## src/rtl/pc_fetch_unit.sv

```systemverilog
// pc_fetch_unit: owns the program counter, issues pipelined fetches over a
// request/response memory port and buffers returned words in a prefetch FIFO
// for the decoder. Redirects drop in-flight responses. An all-zero word
// parks the unit in a sticky HALT state.

// Overflow and credit checks for the prefetch FIFO, kept out of the datapath.
module pc_fetch_unit_chk #(
  parameter int FIFO_DEPTH = 4,
  parameter int CW         = 3
) (
  input  logic          clk,
  input  logic          rst_n,
  input  logic          push,
  input  logic          pop,
  input  logic [CW-1:0] fifo_count,
  input  logic [CW-1:0] outstanding
);
  localparam logic [CW-1:0] DEPTH_C = CW'(FIFO_DEPTH);

  a_no_overflow: assert property (@(posedge clk) disable iff (!rst_n)
    !(push && !pop && (fifo_count == DEPTH_C)));

  a_credit_bound: assert property (@(posedge clk) disable iff (!rst_n)
    (outstanding <= DEPTH_C));
endmodule

module pc_fetch_unit #(
  parameter int ADDR_WIDTH = 32,
  parameter int DATA_WIDTH = 32,
  parameter int FIFO_DEPTH = 4,
  parameter int PC_STEP    = 4,
  parameter logic [ADDR_WIDTH-1:0] RESET_PC = {ADDR_WIDTH{1'b0}}
) (
  input  logic                  clk,
  input  logic                  rst_n,
  input  logic                  clk_en,
  output logic                  o_fetch_req,
  output logic [ADDR_WIDTH-1:0] o_fetch_addr,
  input  logic                  i_fetch_ready,
  input  logic                  i_fetch_rvalid,
  input  logic [DATA_WIDTH-1:0] i_fetch_rdata,
  input  logic                  i_redirect,
  input  logic [ADDR_WIDTH-1:0] i_redirect_pc,
  output logic                  o_instr_valid,
  output logic [DATA_WIDTH-1:0] o_instr,
  output logic [ADDR_WIDTH-1:0] o_instr_pc,
  input  logic                  i_instr_ready,
  output logic                  o_halted
);
  localparam int AW = $clog2(FIFO_DEPTH);
  localparam int CW = AW + 1;
  localparam logic [CW:0]           DEPTH_C = (CW+1)'(FIFO_DEPTH);
  localparam logic [ADDR_WIDTH-1:0] STEP_C  = ADDR_WIDTH'(PC_STEP);

  typedef enum logic {RUN = 1'b0, HALT = 1'b1} state_t;

  state_t state;
  state_t state_nxt;

  logic [ADDR_WIDTH-1:0] pc;
  logic [CW-1:0]         outstanding;
  logic [CW-1:0]         discard;
  logic [CW-1:0]         fifo_count;
  logic [AW-1:0]         fifo_wr;
  logic [AW-1:0]         fifo_rd;
  logic [AW-1:0]         tag_wr;
  logic [AW-1:0]         tag_rd;

  logic [DATA_WIDTH-1:0] fifo_instr [FIFO_DEPTH];
  logic [ADDR_WIDTH-1:0] fifo_pc    [FIFO_DEPTH];
  logic [ADDR_WIDTH-1:0] tag_pc     [FIFO_DEPTH];

  logic        running;
  logic        fifo_empty;
  logic        head_zero;
  logic [CW:0] credit_used;
  logic        credit_ok;
  logic        take_redirect;
  logic        fetch_req;
  logic        accept;
  logic        resp;
  logic        push;
  logic        pop;
  logic        instr_valid;
  logic        halt_enter;

  // Handshake and credit decode shared by every state update.
  always_comb begin
    fifo_empty    = (fifo_count == {CW{1'b0}});
    head_zero     = (fifo_instr[fifo_rd] == {DATA_WIDTH{1'b0}});
    credit_used   = {1'b0, outstanding} + {1'b0, fifo_count};
    credit_ok     = (credit_used < DEPTH_C);
    take_redirect = running && i_redirect;
    // Gating with rst_n keeps the request low while reset is held.
    fetch_req     = rst_n && clk_en && running && !i_redirect && credit_ok;
    accept        = fetch_req && i_fetch_ready;
    resp          = clk_en && i_fetch_rvalid;
    // A response is kept only in RUN, outside a redirect, with nothing to discard.
    push          = resp && running && !take_redirect && (discard == {CW{1'b0}});
    // An all-zero head is never offered to the decoder; it triggers HALT instead.
    instr_valid   = running && !fifo_empty && !head_zero;
    pop           = clk_en && instr_valid && i_instr_ready && !take_redirect;
    halt_enter    = running && !fifo_empty && head_zero && !i_redirect;
  end

  // FSM state register.
  always_ff @(posedge clk or negedge rst_n) begin
    if (!rst_n) begin
      state <= RUN;
    end else begin
      state <= state_nxt;
    end
  end

  // FSM next state: HALT is entered from a zero head and never left.
  always_comb begin
    state_nxt = state;
    case (state)
      RUN: begin
        if (clk_en && halt_enter) begin
          state_nxt = HALT;
        end else begin
          state_nxt = RUN;
        end
      end
      HALT:    state_nxt = HALT;
      default: state_nxt = HALT;
    endcase
  end

  // FSM outputs.
  always_comb begin
    running = 1'b0;
    case (state)
      RUN:     running = 1'b1;
      HALT:    running = 1'b0;
      default: running = 1'b0;
    endcase
  end

  // PC, credit, discard and pointer bookkeeping.
  always_ff @(posedge clk or negedge rst_n) begin
    if (!rst_n) begin
      pc          <= RESET_PC;
      outstanding <= {CW{1'b0}};
      discard     <= {CW{1'b0}};
      fifo_count  <= {CW{1'b0}};
      fifo_wr     <= {AW{1'b0}};
      fifo_rd     <= {AW{1'b0}};
      tag_wr      <= {AW{1'b0}};
      tag_rd      <= {AW{1'b0}};
    end else if (clk_en) begin
      if (take_redirect) begin
        pc <= i_redirect_pc;
      end else if (accept) begin
        pc <= pc + STEP_C;
      end

      case ({accept, resp})
        2'b10:   outstanding <= outstanding + CW'(1);
        2'b01:   outstanding <= outstanding - CW'(1);
        default: outstanding <= outstanding;
      endcase

      // Everything still in flight at a redirect is stale, including a
      // response landing in the redirect cycle itself.
      if (take_redirect) begin
        discard <= outstanding - (resp ? CW'(1) : CW'(0));
      end else if (resp && (discard != {CW{1'b0}})) begin
        discard <= discard - CW'(1);
      end

      if (accept) begin
        tag_wr <= tag_wr + AW'(1);
      end
      if (resp) begin
        tag_rd <= tag_rd + AW'(1);
      end

      // Flush by moving the read pointer onto the write pointer.
      if (take_redirect) begin
        fifo_rd    <= fifo_wr;
        fifo_count <= {CW{1'b0}};
      end else begin
        if (push) begin
          fifo_wr <= fifo_wr + AW'(1);
        end
        if (pop) begin
          fifo_rd <= fifo_rd + AW'(1);
        end
        case ({push, pop})
          2'b10:   fifo_count <= fifo_count + CW'(1);
          2'b01:   fifo_count <= fifo_count - CW'(1);
          default: fifo_count <= fifo_count;
        endcase
      end
    end
  end

  // Record the PC of each accepted request so its response can be tagged.
  always_ff @(posedge clk) begin
    if (accept) begin
      tag_pc[tag_wr] <= pc;
    end
  end

  // Prefetch FIFO storage.
  always_ff @(posedge clk) begin
    if (push) begin
      fifo_instr[fifo_wr] <= i_fetch_rdata;
      fifo_pc[fifo_wr]    <= tag_pc[tag_rd];
    end
  end

  // Output drive; head fields read as zero whenever the head is not valid.
  always_comb begin
    o_fetch_req   = fetch_req;
    o_fetch_addr  = pc;
    o_instr_valid = instr_valid;
    o_halted      = (state == HALT);
    if (instr_valid) begin
      o_instr    = fifo_instr[fifo_rd];
      o_instr_pc = fifo_pc[fifo_rd];
    end else begin
      o_instr    = {DATA_WIDTH{1'b0}};
      o_instr_pc = {ADDR_WIDTH{1'b0}};
    end
  end

  pc_fetch_unit_chk #(
    .FIFO_DEPTH (FIFO_DEPTH),
    .CW         (CW)
  ) u_chk (
    .clk         (clk),
    .rst_n       (rst_n),
    .push        (push),
    .pop         (pop),
    .fifo_count  (fifo_count),
    .outstanding (outstanding)
  );
endmodule

```

## config.mk

```make
export PLATFORM = sky130hd
export DESIGN_NAME = pc_fetch_unit
export DESIGN_NICKNAME = d
export VERILOG_FILES = /design/src/rtl/pc_fetch_unit.sv
export SDC_FILE = /design/constraint.sdc
export NUM_CORES = 1
export LEC_CHECK = 0
export ABC_AREA = 1
export CELL_PAD_IN_SITES_DETAIL_PLACEMENT = 2
export CELL_PAD_IN_SITES_GLOBAL_PLACEMENT = 2
export CORE_AREA = 2 2 213 215
export DETAILED_ROUTE_END_ITERATION = 6
export DIE_AREA = 0 0 215 217
export GPL_TIMING_DRIVEN = 0
export PLACE_DENSITY = 0.84
export RECOVER_POWER = 25
export SLEW_MARGIN = 20
export SYNTH_ARGS = -nofsm -noshare
export SYNTH_HDL_FRONTEND = slang
export SYNTH_SLANG_ARGS = --single-unit
```

## constraint.sdc

```tcl
create_clock -name clk -period 14.3 [get_ports clk]
set_clock_uncertainty 0.1 [all_clocks]
set_input_delay 1.43 -clock clk [delete_from_list [all_inputs] [get_ports clk]]
set_output_delay 1.43 -clock clk [all_outputs]
set_load 0.01 [all_outputs]
```

==> metrics list <==
- The run finished, with violations left.
* Violated checks: max-capacitance violations, max-slew violations
- Remaining DRCs: 0
- Averaged over all synthesized cells, the footprint is between 10 and 15 um2.
- By area, the combinational part of the netlist is dominated by simple AND/OR/NAND/NOR gates.
- Type of the tightest min-delay check: register to register
- Of the total power, registers draw 0.485.
- The worst path needs 5.73 ns of the cycle, external delays included.
- In this run the power spent charging and discharging nets is 826 uW.
- The initial antenna violation count was 2.
- Among all stages on the critical path, the largest delay is contributed by clkdlybuf4s50_1.
* Leakage power figure: 0.00854 uW
- STA puts the critical path data arrival time at 4.20 ns.
- Derived from the worst setup path, the maximum achievable clock frequency is 175 MHz.
- Buffer and inverter count on the worst path: 5
- Hold buffer count at CTS: 0
* Floorplan die area: 46700 um2
* Kind of start point of the critical path: register
- Number of iterations in the first detailed-routing pass: 5
- Synthesis produced a netlist with a net count of 1718.
* FF-to-FF path depth: 21
- Final worst-path cycle share: 0.401
- Traced cell by cell, the critical path runs through inv_1 > clkbuf_1 > nand3_1 > nand2_1 > nor2_1 > nand2_1 > nor2_1 > nand2_1 > nor2_1 > nor2_2 > inv_2 > buf_4 > a41oi_1 > clkdlybuf4s50_1.
* Number of top-level pins: 170
- The total area inside the core boundary comes to ~45000 um2.
* Total vias in the final route: 14100
* Number of failing setup endpoints in the final timing report: 0
* Clk root buf: clkbuf_16
- The first global-routing pass estimated 103000 um of wire.
* Post-Synth XOR/XNOR Area: 0.0118
- Post-synthesis share of cell area spent on full adders, half adders and majority gates: 0.0130
- Counting distinct cell types in the post-synthesis netlist gives 39.
- Biggest cell delay along the critical path: 0.64 ns
- Relative contribution of the clock network to total power: 0.389
- Initial Utilization: 0.414
* Commonest non-fill, non-tap cells in the layout: edfxtp_1 (384), nand2_1 (337), inv_1 (181), clkdlybuf4s50_1 (152), nor2_1 (138)
* Clock transition at path regs: ~0.06 ns
- CTS H-tree depth: 2
- Number of nets in the finished design: 1953
* Post-synthesis mux area share: 0.00122
- Overall routed net length: 69400 um
- Max-slew violation total from the final report: 39
- Routed length per placed instance: 27.7 um
- DIE HEIGHT: around 220 um
* TritonCTS Sinks: 434
- Sequential element share of the synthesized area: 0.692
- Internal power contribution: 2220 uW
- In this run the critical register-to-register path is captured at fifo_count[2].
- CTS tree: done
- CP Data Required Time: ~13 ns
- Maximum fanout encountered on the critical timing path: 10
- Number of global-route vias before repair: 16100
- The number of gates resized after CTS was 0.
- Entering global routing, the biggest net connects 39 pins.
- In this design, the largest share of critical-path delay is due to buffers and inverters.
- The count of nets left with antenna violations once routing finished came out at 0.
- Port bufs: 169
- Counting the buffers created by CTS gives 46.
* Leading cell type in the layout, fill and taps excluded: edfxtp_1
* Gpl congestion: 0.786
- From synthesis to final layout, the design area changed by 23.7%.
- The HPWL after detailed placement is 48600 um.
* Reg-to-reg slack, setup: 10.66 ns
* Ratio of cells with drive above 1 in the final layout: 0.0752
- Yosys reg bits: 434
- Area fraction in and, or, nand and nor cells after synthesis: 0.145
- Across the VDD grid, the largest voltage drop is just over 0.07 mV.
- The detailed router finished its first iteration with 1085 violations.
- The cell count after synthesis came out at between 1500 and 2000.
* Maximum buffer depth of the clock tree: 3
- The total count of hold-check failures in the final report was 0.
* Unrepaired setup endpoints after global routing: no
* Final cell utilization of the core: 0.512
- The critical path ends at o_instr_pc[22].
- In the final timing run, aggregate negative setup slack is 0 ns.
* Detailed-route vias per instance: 5.61
- Residual overflow from global routing: 0
- Clock Latency Late Sink: ~0.60 ns
* Sw Share: 0.271
* Cell area after synthesis: 18500 um2
* Worst-Margin Slew: 2.71 ns
- The compound-gate portion of the synthesized area came to 0.0768.
- The floorplan has 78 rows.
* Synth Warn #: 0
- The die is roughly 220 um wide.
* Critical path capture point type: output pin
* Filler Cell Count: between 4000 and 5000
- Category of the critical setup timing path: register to output pin
- Max_cap viols: 1
- Pwr/cell area: 133 nW/um2
- Part of the total power dissipated in combinational logic: 0.126
- Critical path launch point: fifo_rd[1]
- Headroom to the max-slew limit came out at -0.805.
- After clock tree synthesis, the setup repair step added 0 buffers.
- Logic depth of the worst setup path including buffers: 14
- In the global route stage, overall resource usage came out at 0.300.
* R2r startpoint: fifo_rd[0]
state kept, by name (all words and copies together), names as in the netlist:
register and count:
fifo_instr 128, fifo_pc 128, tag_pc 128, o_fetch_addr 32, discard 3, fifo_count 3
outstanding 3, fifo_rd 2, fifo_wr 2, tag_rd 2, tag_wr 2, o_halted 1
worst min path at each step:
stage	endpoint	cells past startpoint	startpoint	slack, ns
3_5_place_dp	outstanding[1]	2	outstanding[1]	0.43
6_report	outstanding[1]	2	outstanding[1]	0.45
5_1_grt	outstanding[1]	2	outstanding[1]	0.46
4_1_cts	outstanding[0]	1	outstanding[0]	0.45
2_1_floorplan	outstanding[1]	2	outstanding[1]	0.38
3_3_place_gp	outstanding[1]	2	outstanding[1]	0.41
power by group through the flow:
| stage | sequential, uW | clock [uW] | combinational, uW |
|---|---|---|---|
| 3_5_place_dp | 1500 | 0 | 379 |
| 6_report | 1480 | 1180 | 382 |
| 3_3_place_gp | 1500 | 0 | 325 |
| 4_1_cts | 1480 | 1200 | 384 |
| 2_1_floorplan | 1490 | 0 | 199 |
| 5_1_grt | 1480 | 1240 | 419 |
synth_stat cells (all sizes together):
cell / instances / area share
edfxtp: 384 / 0.62
nand2: 339 / 0.069
inv: 186 / 0.038
nor2: 151 / 0.031
nand3: 133 / 0.036
o21ai: 105 / 0.028
dfrtp: 50 / 0.068
clkbuf: 48 / 0.0097
o22ai: 47 / 0.016
a21oi: 39 / 0.011
a41oi: 32 / 0.015
buf: 31 / 0.013
xor2: 23 / 0.011
ha: 16 / 0.011
nand4: 9 / 0.0034
nor3: 9 / 0.0024
a31oi: 6 / 0.0028
o211ai: 5 / 0.0020
nor4: 4 / 0.0017
fa: 2 / 0.0022
mux2: 2 / 0.0012
or2: 2 / 0.00068
xnor2: 2 / 0.00095
clkinv: 1 / 0.00020
o21bai: 1 / 0.00041
o311ai: 1 / 0.00047
o31ai: 1 / 0.00041
cell type report:
cell class              count  area, um2  share of cell area
plain buffers              79        413              0.0181
diodes                      3       7.51            0.000328
multi-input cells         929       4640               0.203
clock buffers              63       1270              0.0558
well taps                 600        751              0.0328
flip-flops and latches    434      12800               0.559
repair buffers            187       2110              0.0924
inverters                 187        707              0.0309
clock inverters            23        179             0.00782
metal layers:
metal | share of wire | vias up | track usage | wire length, um
li1 | - | 6105 | - | -
met1 | 0.38 | 7304 | 0.349 | 26400
met2 | 0.53 | 472 | 0.550 | 36600
met3 | 0.049 | 179 | 0.0447 | 3410
met4 | 0.044 | 2 | 0.132 | 3050
met5 | 0.00019 | - | 0 | 13
stage by stage:
| step | total power [uW] | setup WS [ns] | hold slack [ns] | cells | cell area, um2 |
|---|---|---|---|---|---|
| floorplan | 1690 | 8.93 | 0.381 | 1629 | 18500 |
| global placement | 1820 | 5.39 | 0.410 | 2398 | 20900 |
| detailed placement | 1880 | 8.97 | 0.434 | 2416 | 21400 |
| global route | 3140 | 8.43 | 0.465 | 2502 | 22900 |
| CTS | 3060 | 8.55 | 0.449 | 2502 | 22900 |
| finish | 3040 | 8.57 | 0.449 | 2505 | 22900 |
cell families (layout without fill, tap and decap cells):
family,count (synthesis),in the layout
compound gates,237,237
other cells,0,3
xor+xnor,25,25
fa+ha+maj,18,18
buf+inv,266,539
flops,434,434
mux,2,2
simple gates,647,647
worst reg2reg max path: cells and delay by family, from the launching register on:
| family | cells | cell delay, ns |
|---|---|---|
| and+or+nand+nor | 14 | 1.70 |
| buffers and inverters | 5 | 0.62 |
| DFF | 1 | 0.43 |
| adders and majority gates | 1 | 0.39 |
| xor gates and xnor gates | 1 | 0.26 |
(Power assumes the default switching activity.)
